**config.mk**
```make
export PLATFORM = sky130hd
export DESIGN_NAME = mem_access_unit
export DESIGN_NICKNAME = d
export VERILOG_FILES = /design/src/rtl/mem_access_unit.sv
export SDC_FILE = /design/constraint.sdc
export NUM_CORES = 1
export LEC_CHECK = 0
export CAP_MARGIN = 30
export CORE_ASPECT_RATIO = 0.5
export CORE_MARGIN = 1.5
export CORE_UTILIZATION = 44
export DETAILED_ROUTE_END_ITERATION = 6
export PLACE_DENSITY = 0.88
export SLEW_MARGIN = 20
export SYNTH_ARGS = -nofsm -noshare
export SYNTH_HDL_FRONTEND = slang
export SYNTH_SLANG_ARGS = --single-unit
```
**constraint.sdc**
```tcl
create_clock -name clk -period 2.6 [get_ports clk]
set_input_delay 0.78 -clock clk [delete_from_list [all_inputs] [get_ports clk]]
set_output_delay 0.78 -clock clk [all_outputs]
set_load 0.01 [all_outputs]
```
**src/rtl/mem_access_unit.sv**
```systemverilog
// Memory-access pipeline stage: passes execute results to writeback and runs
// loads/stores over a ready-handshaked data-memory port with lane alignment.
module mem_access_unit #(
    parameter int ADDR_W  = 32,
    parameter int TIMEOUT = 255
) (
    input  logic              clk,
    input  logic              rst,
    input  logic [31:0]       regcData_i,
    input  logic [4:0]        regcAddr_i,
    input  logic              regcWr_i,
    input  logic [31:0]       memAddr_i,
    input  logic [31:0]       memData_i,
    input  logic              readWr_i,
    input  logic              writeWr_i,
    input  logic [3:0]        rmask_i,
    input  logic [3:0]        wmask_i,
    input  logic              ld_sext_i,
    output logic              stall,
    output logic              dmem_req,
    output logic              dmem_we,
    output logic [ADDR_W-1:0] dmem_addr,
    output logic [31:0]       dmem_wdata,
    output logic [3:0]        dmem_wstrb,
    input  logic              dmem_ready,
    input  logic [31:0]       dmem_rdata,
    output logic [31:0]       wb_regcData,
    output logic [4:0]        wb_regcAddr,
    output logic              wb_regcWr,
    output logic              misalign,
    output logic              bus_err
);

    // state  | meaning
    // IDLE   | sampling upstream; ALU results pass straight to WB
    // ACCESS | memory request outstanding; upstream stalled
    typedef enum logic {IDLE, ACCESS} state_t;

    localparam logic [7:0] TO_CNT = 8'(TIMEOUT);

    state_t            state_q, state_d;
    logic [7:0]        cnt_q, cnt_d;
    logic [ADDR_W-1:0] addr_q, addr_d;
    logic [31:0]       wdata_q, wdata_d;
    logic [3:0]        wstrb_q, wstrb_d;
    logic              we_q, we_d;
    logic [1:0]        off_q, off_d;
    logic [3:0]        rmask_q, rmask_d;
    logic              sext_q, sext_d;
    logic [4:0]        ld_addr_q, ld_addr_d;
    logic              ld_wr_q, ld_wr_d;
    logic [31:0]       wb_data_q, wb_data_d;
    logic [4:0]        wb_addr_q, wb_addr_d;
    logic              wb_wr_q, wb_wr_d;
    logic              misalign_q, misalign_d;
    logic              bus_err_q, bus_err_d;

    logic [1:0]  off;
    logic [3:0]  mask;
    logic [6:0]  strb_wide;
    logic        is_op;
    logic        is_store;
    logic        misaligned;
    logic [31:0] rdata_sh;
    logic [31:0] rdata_msk;
    logic [31:0] ld_result;

    always_comb begin
        off        = memAddr_i[1:0];
        is_op      = readWr_i | writeWr_i;
        is_store   = writeWr_i;
        mask       = is_store ? wmask_i : rmask_i;
        strb_wide  = {3'b000, mask} << off;
        // Any strobe bit pushed past lane 3 means the access crosses a word.
        misaligned = |strb_wide[6:4];
    end

    always_comb begin
        rdata_sh = dmem_rdata >> {off_q, 3'b000};
        for (int i = 0; i < 4; i++) begin
            rdata_msk[8*i +: 8] = rdata_sh[8*i +: 8] & {8{rmask_q[i]}};
        end
        ld_result = rdata_msk;
        if (sext_q) begin
            if (rmask_q == 4'b0001) begin
                ld_result = {{24{rdata_msk[7]}}, rdata_msk[7:0]};
            end else if (rmask_q == 4'b0011) begin
                ld_result = {{16{rdata_msk[15]}}, rdata_msk[15:0]};
            end
        end
    end

    always_comb begin
        state_d    = state_q;
        cnt_d      = cnt_q;
        addr_d     = addr_q;
        wdata_d    = wdata_q;
        wstrb_d    = wstrb_q;
        we_d       = we_q;
        off_d      = off_q;
        rmask_d    = rmask_q;
        sext_d     = sext_q;
        ld_addr_d  = ld_addr_q;
        ld_wr_d    = ld_wr_q;
        wb_data_d  = wb_data_q;
        wb_addr_d  = wb_addr_q;
        wb_wr_d    = wb_wr_q;
        misalign_d = 1'b0;
        bus_err_d  = 1'b0;

        unique case (state_q)
            IDLE: begin
                if (!is_op) begin
                    wb_data_d = regcData_i;
                    wb_addr_d = regcAddr_i;
                    wb_wr_d   = regcWr_i;
                end else if (misaligned) begin
                    misalign_d = 1'b1;
                    wb_wr_d    = 1'b0;
                end else begin
                    addr_d    = {memAddr_i[ADDR_W-1:2], 2'b00};
                    wstrb_d   = strb_wide[3:0];
                    wdata_d   = memData_i << {off, 3'b000};
                    we_d      = is_store;
                    off_d     = off;
                    rmask_d   = rmask_i;
                    sext_d    = ld_sext_i;
                    ld_addr_d = regcAddr_i;
                    // A combined read/write is a store, so no load destination survives.
                    ld_wr_d   = regcWr_i & ~is_store;
                    cnt_d     = 8'd0;
                    wb_wr_d   = 1'b0;
                    state_d   = ACCESS;
                end
            end
            ACCESS: begin
                cnt_d = cnt_q + 8'd1;
                if (dmem_ready) begin
                    if (we_q) begin
                        wb_wr_d = 1'b0;
                    end else begin
                        wb_data_d = ld_result;
                        wb_addr_d = ld_addr_q;
                        wb_wr_d   = ld_wr_q;
                    end
                    cnt_d   = 8'd0;
                    state_d = IDLE;
                end else if (cnt_q == TO_CNT) begin
                    bus_err_d = 1'b1;
                    wb_wr_d   = 1'b0;
                    cnt_d     = 8'd0;
                    state_d   = IDLE;
                end
            end
            default: state_d = IDLE;
        endcase
    end

    always_ff @(posedge clk or negedge rst) begin
        if (!rst) begin
            state_q    <= IDLE;
            cnt_q      <= 8'd0;
            addr_q     <= '0;
            wdata_q    <= 32'd0;
            wstrb_q    <= 4'd0;
            we_q       <= 1'b0;
            off_q      <= 2'd0;
            rmask_q    <= 4'd0;
            sext_q     <= 1'b0;
            ld_addr_q  <= 5'd0;
            ld_wr_q    <= 1'b0;
            wb_data_q  <= 32'd0;
            wb_addr_q  <= 5'd0;
            wb_wr_q    <= 1'b0;
            misalign_q <= 1'b0;
            bus_err_q  <= 1'b0;
        end else begin
            state_q    <= state_d;
            cnt_q      <= cnt_d;
            addr_q     <= addr_d;
            wdata_q    <= wdata_d;
            wstrb_q    <= wstrb_d;
            we_q       <= we_d;
            off_q      <= off_d;
            rmask_q    <= rmask_d;
            sext_q     <= sext_d;
            ld_addr_q  <= ld_addr_d;
            ld_wr_q    <= ld_wr_d;
            wb_data_q  <= wb_data_d;
            wb_addr_q  <= wb_addr_d;
            wb_wr_q    <= wb_wr_d;
            misalign_q <= misalign_d;
            bus_err_q  <= bus_err_d;
        end
    end

    assign stall       = (state_q == ACCESS);
    assign dmem_req    = (state_q == ACCESS);
    assign dmem_we     = (state_q == ACCESS) & we_q;
    assign dmem_wstrb  = (state_q == ACCESS) ? wstrb_q : 4'd0;
    assign dmem_addr   = addr_q;
    assign dmem_wdata  = wdata_q;
    assign wb_regcData = wb_data_q;
    assign wb_regcAddr = wb_addr_q;
    assign wb_regcWr   = wb_wr_q;
    assign misalign    = misalign_q;
    assign bus_err     = bus_err_q;

endmodule

```
## Yosys cells after proc, flatten, opt, wreduce, memory -nomap -nowiden

Cells that the tools add are included.

- Add/subtract/negate cells: 1
- Multiply operators: 0
- Divide/modulo/power cells: 0
- Order comparisons: 0
- Eq/ne operators: 9
- Shift-type cells: 3
- Mux-type cells: 34
- Bitwise logic cells: 10
- Reductions and logical operators: 4

Operator list:

| operator | number |
|---|---|
| $mux W32 | 6 |
| $pmux W32 S2 | 1 |
| $and A8 B8 Y8 | 4 |
| $mux W8 | 4 |
| $shl A32 B5 Y32 | 1 |
| $shr A32 B5 Y32 | 1 |
| $pmux W8 S2 | 1 |
| $mux W5 | 3 |
| $mux W1 | 14 |
| $ne A2 B2 Y1 const B | 5 |
| $pmux W5 S2 | 1 |
| $add A8 B1 Y8 const B | 1 |
| $eq A8 B8 Y1 const B | 1 |
| $mux W4 | 2 |
| $shl A4 B2 Y7 | 1 |
| $reduce_and A3 Y1 | 2 |
| $eq A4 B1 Y1 const B | 1 |
| $eq A4 B2 Y1 const B | 1 |
| $pmux W1 S2 | 2 |
| $ne A3 B2 Y1 const B | 1 |
| $not A1 Y1 | 3 |
| $reduce_or A3 Y1 | 1 |
| $and A1 B1 Y1 | 2 |
| $reduce_and A2 Y1 | 1 |
| $or A1 B1 Y1 | 1 |

- Flip-flop bits (word level): 129
- Bits in latches: 0
- RAM bits: 0
- ROM bits: 0
- Input port bits: 148
- Output and inout port bits: 111
- Logic and storage cells: 77
- Memories: 0

## Depth between registers and ports, before layout

- Word-level depth: 8
- Gate-level depth with buffers: 7
- Depth with buffers taken out: 5

## Worst setup path before layout

Ideal clock, no wire load.

- Path type: input to register
- From: input writeWr_i
- To: register wdata_q[10] (netlist: dmem_wdata[10])
- Setup time: 0.128 ns
- Arrival time: 2.740 ns
- Data required time: 2.472 ns
- Setup slack: -0.268 ns
- Cell stages on the path: 6
- Path buffers: 2
- Cells stage by stage: clkbuf_1 mux2_2 a222oi_1 nand2_2 buf_2 mux2_1

- Longest elaborated chain between the ends: 5

RTL lines:

| element | line | source |
|---|---|---|
| start, declared | 15 | `input logic writeWr_i,` |
| $mux W4 | 72 | `mask = is_store ? wmask_i : rmask_i;` |
| $shl A4 B2 Y7 | 73 | `strb_wide = {3'b000, mask} << off;` |
| $reduce_or A3 Y1 | 75 | `misaligned = \|strb_wide[6:4];` |
| $not A1 Y1 (no source line) | n/a |  |
| $reduce_and A3 Y1 (no source line) (*) | n/a |  |
| end signal, assigned | 181 | `wdata_q <= wdata_d;` |
| end, declared | 44 | `logic [31:0] wdata_q, wdata_d;` |

Every way passes the cells marked *; elsewhere a longest branch is shown, timed or not.
A chain may end at the register's enable or synchronous reset.

## Final worst setup path

- From: input writeWr_i
- To: register wdata_q[9] (netlist: dmem_wdata[9])

Same word-level chain as after synthesis.

==> results by group <==
Run status
  • Status: completed

Clock tree
  • CTS Buf Count: 17
  • Post-CTS Setup Repair Bufs: 0
  • CTS resizes: 0
  • Clock sinks: 129
  • CTS root buf: clkbuf_16
  • Clk_lat worst skew: ~0.42 ns
  • Max Root-Sink Buffers: 2
  • H-Tree Depth: 4
  • Reg clk slew, reported paths: ~0.060 ns
  • CTS Hold Bufs: 0
  • CTS tree: yes

Placement
  • Post-Place Cell Area: 9390 µm²
  • RD Place Congestion: approximately 0.85
  • DP HPWL: around 15000 µm
  • Post-Place Cells: 1006
  • PortBufs: around 260

Setup path
  • Crit path buffers/inverters: 3
  • Crit Path Max Fanout: 13
  • CP Data Arrival Time: ~2.8 ns
  • WP data required: roughly 2.9 ns
  • Max incr delay on CP: 0.55 ns
  • WS Path Type: input pin to register
  • Kind of cell adding the most delay to the critical path: buffers and inverters
  • Crit-path cells: clkdlybuf4s50_1, mux2_2, a222oi_1, buf_4, nand2_4, buf_4, mux2_4
  • CP endpoint kind: register
  • Critical Path Most Common Cell: buf_4
  • Slowest-stage cell, CP: clkdlybuf4s50_1
  • Crit path launch type: input pin

Power
  • Leakage power: around 4.2 nW
  • Max IR drop VDD: about 0.42 mV
  • Pwr dens: 912 nW/µm²

Finish
  • Area grow syn2layout: 55.2%
  • Finished Cell Area: 9980 µm²
  • Fin cells: 1038
  • Share of cells above drive strength 1: 0.197
  • # diodes: 0
  • # nets final: between 900 and 1000

Synth
  • Top-count cell post-synth: dfrtp_1
  • Top FF cell, synth: dfrtp_1
  • Unique masters post-synth: 44
  • Synth top cells by count: dfrtp_1 (129), mux2_2 (84), a21oi_1 (65)
  • Ranking of synthesized cells by area: dfrtp_1 (50%), mux2_2 (15%), mux2i_1 (5.4%)
  • Synth Cell Area: 6430 µm²
  • Asr flop ratio synth: 1.00
  • Ys Warns: 0
  • Register area share after synthesis: 0.502
  • Gate Count Post-Synth: 570
  • Post-synth top area share: 0.502
  • Mean Syn Cell Area: between 10 and 15 µm²
  • Dominant cell type by area after synthesis: dfrtp_1
  • Post-synth EDFFs: 0
  • #FFs+latches synth: 129

Routing
  • Met2 wire len: ~10000 µm
  • Number of DRC markers in iteration 0: between 200 and 300
  • Antenna viol nets, final: 0
  • WL per Instance: around 19 µm
  • Routed Wire Length: roughly 20000 µm
  • DR vias/cell: between 5 and 6
  • Top layer in use: met4
  • DR vias: roughly 5700
  • Routed length on met1: roughly 8000 µm
  • TritonRoute pass-1 iters: 5
  • DRC Markers: 0
  • DR WL met3: around 1300 µm

STA
  • Final Hold Fails: 0
  • Worst-Margin Slew: 0.795 ns
  • Setup-failing EPs final: 0
  • Clock skew: about 0.015 ns
  • RSZ-0062 raised after global routing: no
  • Relative slew slack: 0.469
  • Max-slew violation count: 0
  • Fin crit share: 0.959
  • FMAX: 0.401 GHz
  • Minimum clock period: about 2.5 ns

Worst hold path
  • Tightest Hold Check Type: input pin to async pin

Floorplan
  • Starting density of the core: 0.463
  • Ports: ~260
  • Die W: between 150 and 200 µm
  • FP Rows: 30
  • Die Y: 88.5 µm
  • Core area: around 14000 µm²
  • Die Area: roughly 15000 µm²

Global route
  • First-pass GRT wire length: 31300 µm
  • Vias in the first global route: 5940
  • Number of antenna violations at the first check in global routing: 0
  • GRT Overall Usage: 0.264
  • Largest net degree at the start of global routing: 56
  • Grt ovf: 0

Flow run
  • Max_cap viols: 0
## sequential cells by signal, summed over array words and instances (netlist names), 2 cells and up
| signal | flops |
|---|---|
| cnt_q | 8 |
| dmem_addr | 30 |
| dmem_wdata | 32 |
| ld_addr_q | 5 |
| off_q | 2 |
| rmask_q | 4 |
| wb_regcAddr | 5 |
| wb_regcData | 32 |
| wstrb_q | 4 |
## where the power goes
part	internal (W)	leakage [nW]	total, W	switching [W]
combinational	0.00209	2.37	0.00352	0.00144
clock	0.00143	0.274	0.00239	0.000968
sequential	0.00270	1.55	0.00318	0.000486
total	0.00621	4.19	0.00910	0.00289
## per-layer routing
layer / vias to the layer above / track usage
li1: 2612 / -
met1: 2794 / 0.315
met2: 234 / 0.469
met3: 46 / 0.0662
met4: 0 / 0.107
met5: - / 0
## kinds of logic (layout without fill, tap and decap cells)
| logic type | Yosys count | count (layout) | synth area share |
|---|---|---|---|
| flops | 129 | 129 | 0.502 |
| other cells | 1 | 2 | 0.000583 |
| fa+ha+maj | 1 | 1 | 0.00195 |
| buf+inv | 57 | 332 | 0.0364 |
| xor+xnor | 3 | 3 | 0.00409 |
| compound gates | 137 | 137 | 0.127 |
| simple gates | 108 | 108 | 0.0860 |
| mux | 134 | 134 | 0.242 |
## layout make-up
type,instances,area (µm²)
clock buffer,18,429
clock inverter,14,156
fill,952,3910
inverter,13,48.8
multi-input combinational,385,3010
sequential,129,3230
tap,192,240
timing repair buffer,287,2870
## layout by cell type, fill, tap and decap left out, drive strengths merged, types with 2 or more instances in the layout
master,n
clkdlybuf4s50,254
dfrtp,129
mux2,91
a21oi,65
mux2i,35
buf,33
nor2,28
nand2,26
nor2b,21
clkbuf,18
o21ai,17
inv,17
o22ai,16
a31oi,11
a32oi,9
or3,9
a211oi,9
mux4,8
and2,7
clkinvlp,4
clkinv,4
nand3,3
or2,2
a222oi,2
nand2b,2
and3,2
a22o,2
o2bb2ai,2
a211o,2
xnor2,2
conb,2
bufinv,2
## worst paths after layout
path | start | end | slack [ns] | cells past startpoint
worst min register to register | dmem_addr[25] | dmem_addr[25] | 0.51 | 1
worst max register to register | off_q[0] | wb_regcData[17] | 0.57 | 5
min in group clk | dmem_addr[25] | dmem_addr[25] | 0.51 | 1
worst max-delay path | writeWr_i | dmem_wdata[9] | 0.11 | 7
worst min-delay path | rst | dmem_addr[2] | 0.31 | 1
max in group asynchronous | rst | dmem_addr[31] | 1.60 | 2
## metrics by stage
step	TNS (ns)	utilization	power [W]	hold WS [ns]	worst slack [ns]
after global placement	-20.52	0.676	0.00656	0.487	-0.284
after global routing	0	0.718	0.00953	0.353	0.0592
final	0	0.718	0.00910	0.313	0.106
after detailed placement	-21.99	0.676	0.00669	0.492	-0.306
after CTS	0	0.718	0.00914	0.336	0.0139
after floorplan	-7.66	-	0.00471	0.470	-0.117
## worst register-to-register path: cells and delay by family (launching register included)
kind | cells | cell delay (ns)
AOI/OAI and AO/OA | 2 | 0.24
buffers and inverters | 1 | 0.15
DFF | 1 | 0.73
muxes | 1 | 0.68
and+or+nand+nor | 1 | 0.11
(Power assumes the default switching activity.)
==> RTL change (config.mk and constraints unchanged) <==
Set the parameter `ADDR_W` to 16 (it was 32).
--- a/src/rtl/mem_access_unit.sv
+++ b/src/rtl/mem_access_unit.sv
@@ -3,3 +3,3 @@
 module mem_access_unit #(
-    parameter int ADDR_W  = 32,
+    parameter int ADDR_W  = 16,
     parameter int TIMEOUT = 255
Ports: changed (resized dmem_addr); port bits go from 259 to 243. The function was not compared with the original's and may differ.
==> RTL change against the unedited design <==
Global-route usage is 0.45 points lower; synthesized area is 4.6% lower; cell area down 6.1%; critical path depth decreased by 5; critical path type is now flop to output pin; setup slack better by 33 ps; sequential cell count fell by 16; routed wire length is 7.1% lower; power decreased by 4.9%; clock skew shrank 4.6 ps; via count down 5.5%; critical endpoint is now dmem_wstrb[0]; utilization shrank 2.9 points; largest power group unchanged; register-to-register slack lost 100 ps.
==> RTL change: results (changes against the unedited design) <==
status complete, no violations; Reg2Reg Depth 4 (-1); GR Util met1 30.9% (-0.63 points); fillers 1029 (+8.1%); Worst-Skew Late Latency 400 ps (-20 ps); library cells used by synthesis 47 (+6.8%); Fin Clk Skew 10.8 ps (-4.65 ps); Leakage Power 4.10 nW (-2.3%); CP Data Arrival Time 1680 ps (-1110 ps); Area contributors post-synth dfrtp_1 (46%), mux2_4 (9.8%), mux2i_1 (9.5%), mux2_2 (5.0%), nor2_1 (3.1%); post-synthesis compound-gate area fraction 12.6% (-0.057 points); Hold WS 262 ps (-51.6 ps); CP max stage cell dfrtp_4; DR WL/cell 18.6 um (-3.3%); Layout Nets 942 (-4.1%); layout cells sized above 1 19.5% (-0.24 points); number of global-route vias before repair 5646 (-4.9%); worst vdd ir 541 uV (+29%); max incr delay on CP 560 ps; pin slew with the least headroom to its limit 991 ps (+196 ps); critical-path maximum fanout 20 (+7); adder-cell share of the synthesized area 0.204% (+0.0095 points); Switching Power 0.00269 W (-6.9%); r2r endpoint wb_regcData[9]; via/cell ratio 5.39 (-1.6%); Post-synth top cells dfrtp_1 (113), mux2i_1 (58), nor2_1 (50); reg2reg start off_q[1]; multiplexer area fraction after synthesis 24.4% (+0.22 points); placed cell areas 8770 sq um (-6.6%); crit-path leading delay family flip-flops; CTS Buf Count 17 (unchanged); RePlAce Congestion 0.837 (-0.97%); routing usage on met3 6.76% (+0.14 points); pin count of the biggest net entering global routing 58 (+3.6%); GRT Overall Usage 26.0% (-0.45 points); DR iter-0 viols 326 (+23%); XOR/XNOR Fraction of Synth Area 0.571% (+0.16 points); FF-to-FF setup slack 470 ps (-100 ps)
==> RTL change: how the worst max path moves through the flow <==
stage,start,endpoint,slack (ps),depth (start not counted)
after detailed placement,writeWr_i,dmem_addr[9],-480,7
after global routing,dmem_rdata[31],wb_regcData[9],1,5
after floorplan,writeWr_i,dmem_addr[10],10,7
after global placement,writeWr_i,dmem_addr[13],-450,7
final,dmem_req,dmem_wstrb[0],140,2
after CTS,dmem_req,dmem_wstrb[0],70,2
==> RTL change: cells by family after synthesis <==
| group | Yosys count |
|---|---|
| buffers and inverters | 48 |
| XOR/XNOR | 4 |
| other | 1 |
| multiplexers | 126 |
| adder cells (fa/ha/maj) | 1 |
| flip-flops | 113 |
| AND/OR/NAND/NOR | 152 |
| AO/OA/AOI/OAI | 114 |
==> RTL change: final cells by class <==
type | count | area share, %
multi-input cells | 399 | 33.0
clock inverters | 11 | 1.47
inverters | 3 | 0.120
flip-flops and latches | 113 | 30.2
clock buffers | 20 | 4.87
repair buffers | 259 | 27.7
well taps | 192 | 2.56
==> RTL change: repair_timing <==
item	in CTS	in global routing
pin swaps	0	0
setup endpoints to repair	48	1
gates cloned	0	0
gates resized for setup	1	1
==> RTL change: power groups by stage <==
stage / logic [W] / registers, W / clock network, W
floorplan: 0.00153 / 0.00296 / 0
global placement: 0.00336 / 0.00281 / 0
detailed placement: 0.00345 / 0.00283 / 0
CTS: 0.00348 / 0.00283 / 0.00240
global route: 0.00369 / 0.00291 / 0.00248
finish: 0.00346 / 0.00283 / 0.00237
==> RTL change: layer usage <==
metal | part of all wire (%) | routed length [um] | up-vias
li1 | - | - | 2500
met3 | 5.7 | 1060 | 42
met2 | 49 | 9110 | 204
met5 | 0 | 0 | -
met1 | 42 | 7780 | 2629
met4 | 3.4 | 630 | 0
==> RTL change: through the flow <==
step | worst slack, ps | cells | utilization [%]
6_report | 139 | 997 | 69.0
5_1_grt | 1.47 | 997 | 69.0
4_1_cts | 71.3 | 997 | 68.9
3_5_place_dp | -476 | 966 | 64.6
3_3_place_gp | -450 | 966 | 64.6
2_1_floorplan | 12.9 | 560 | -
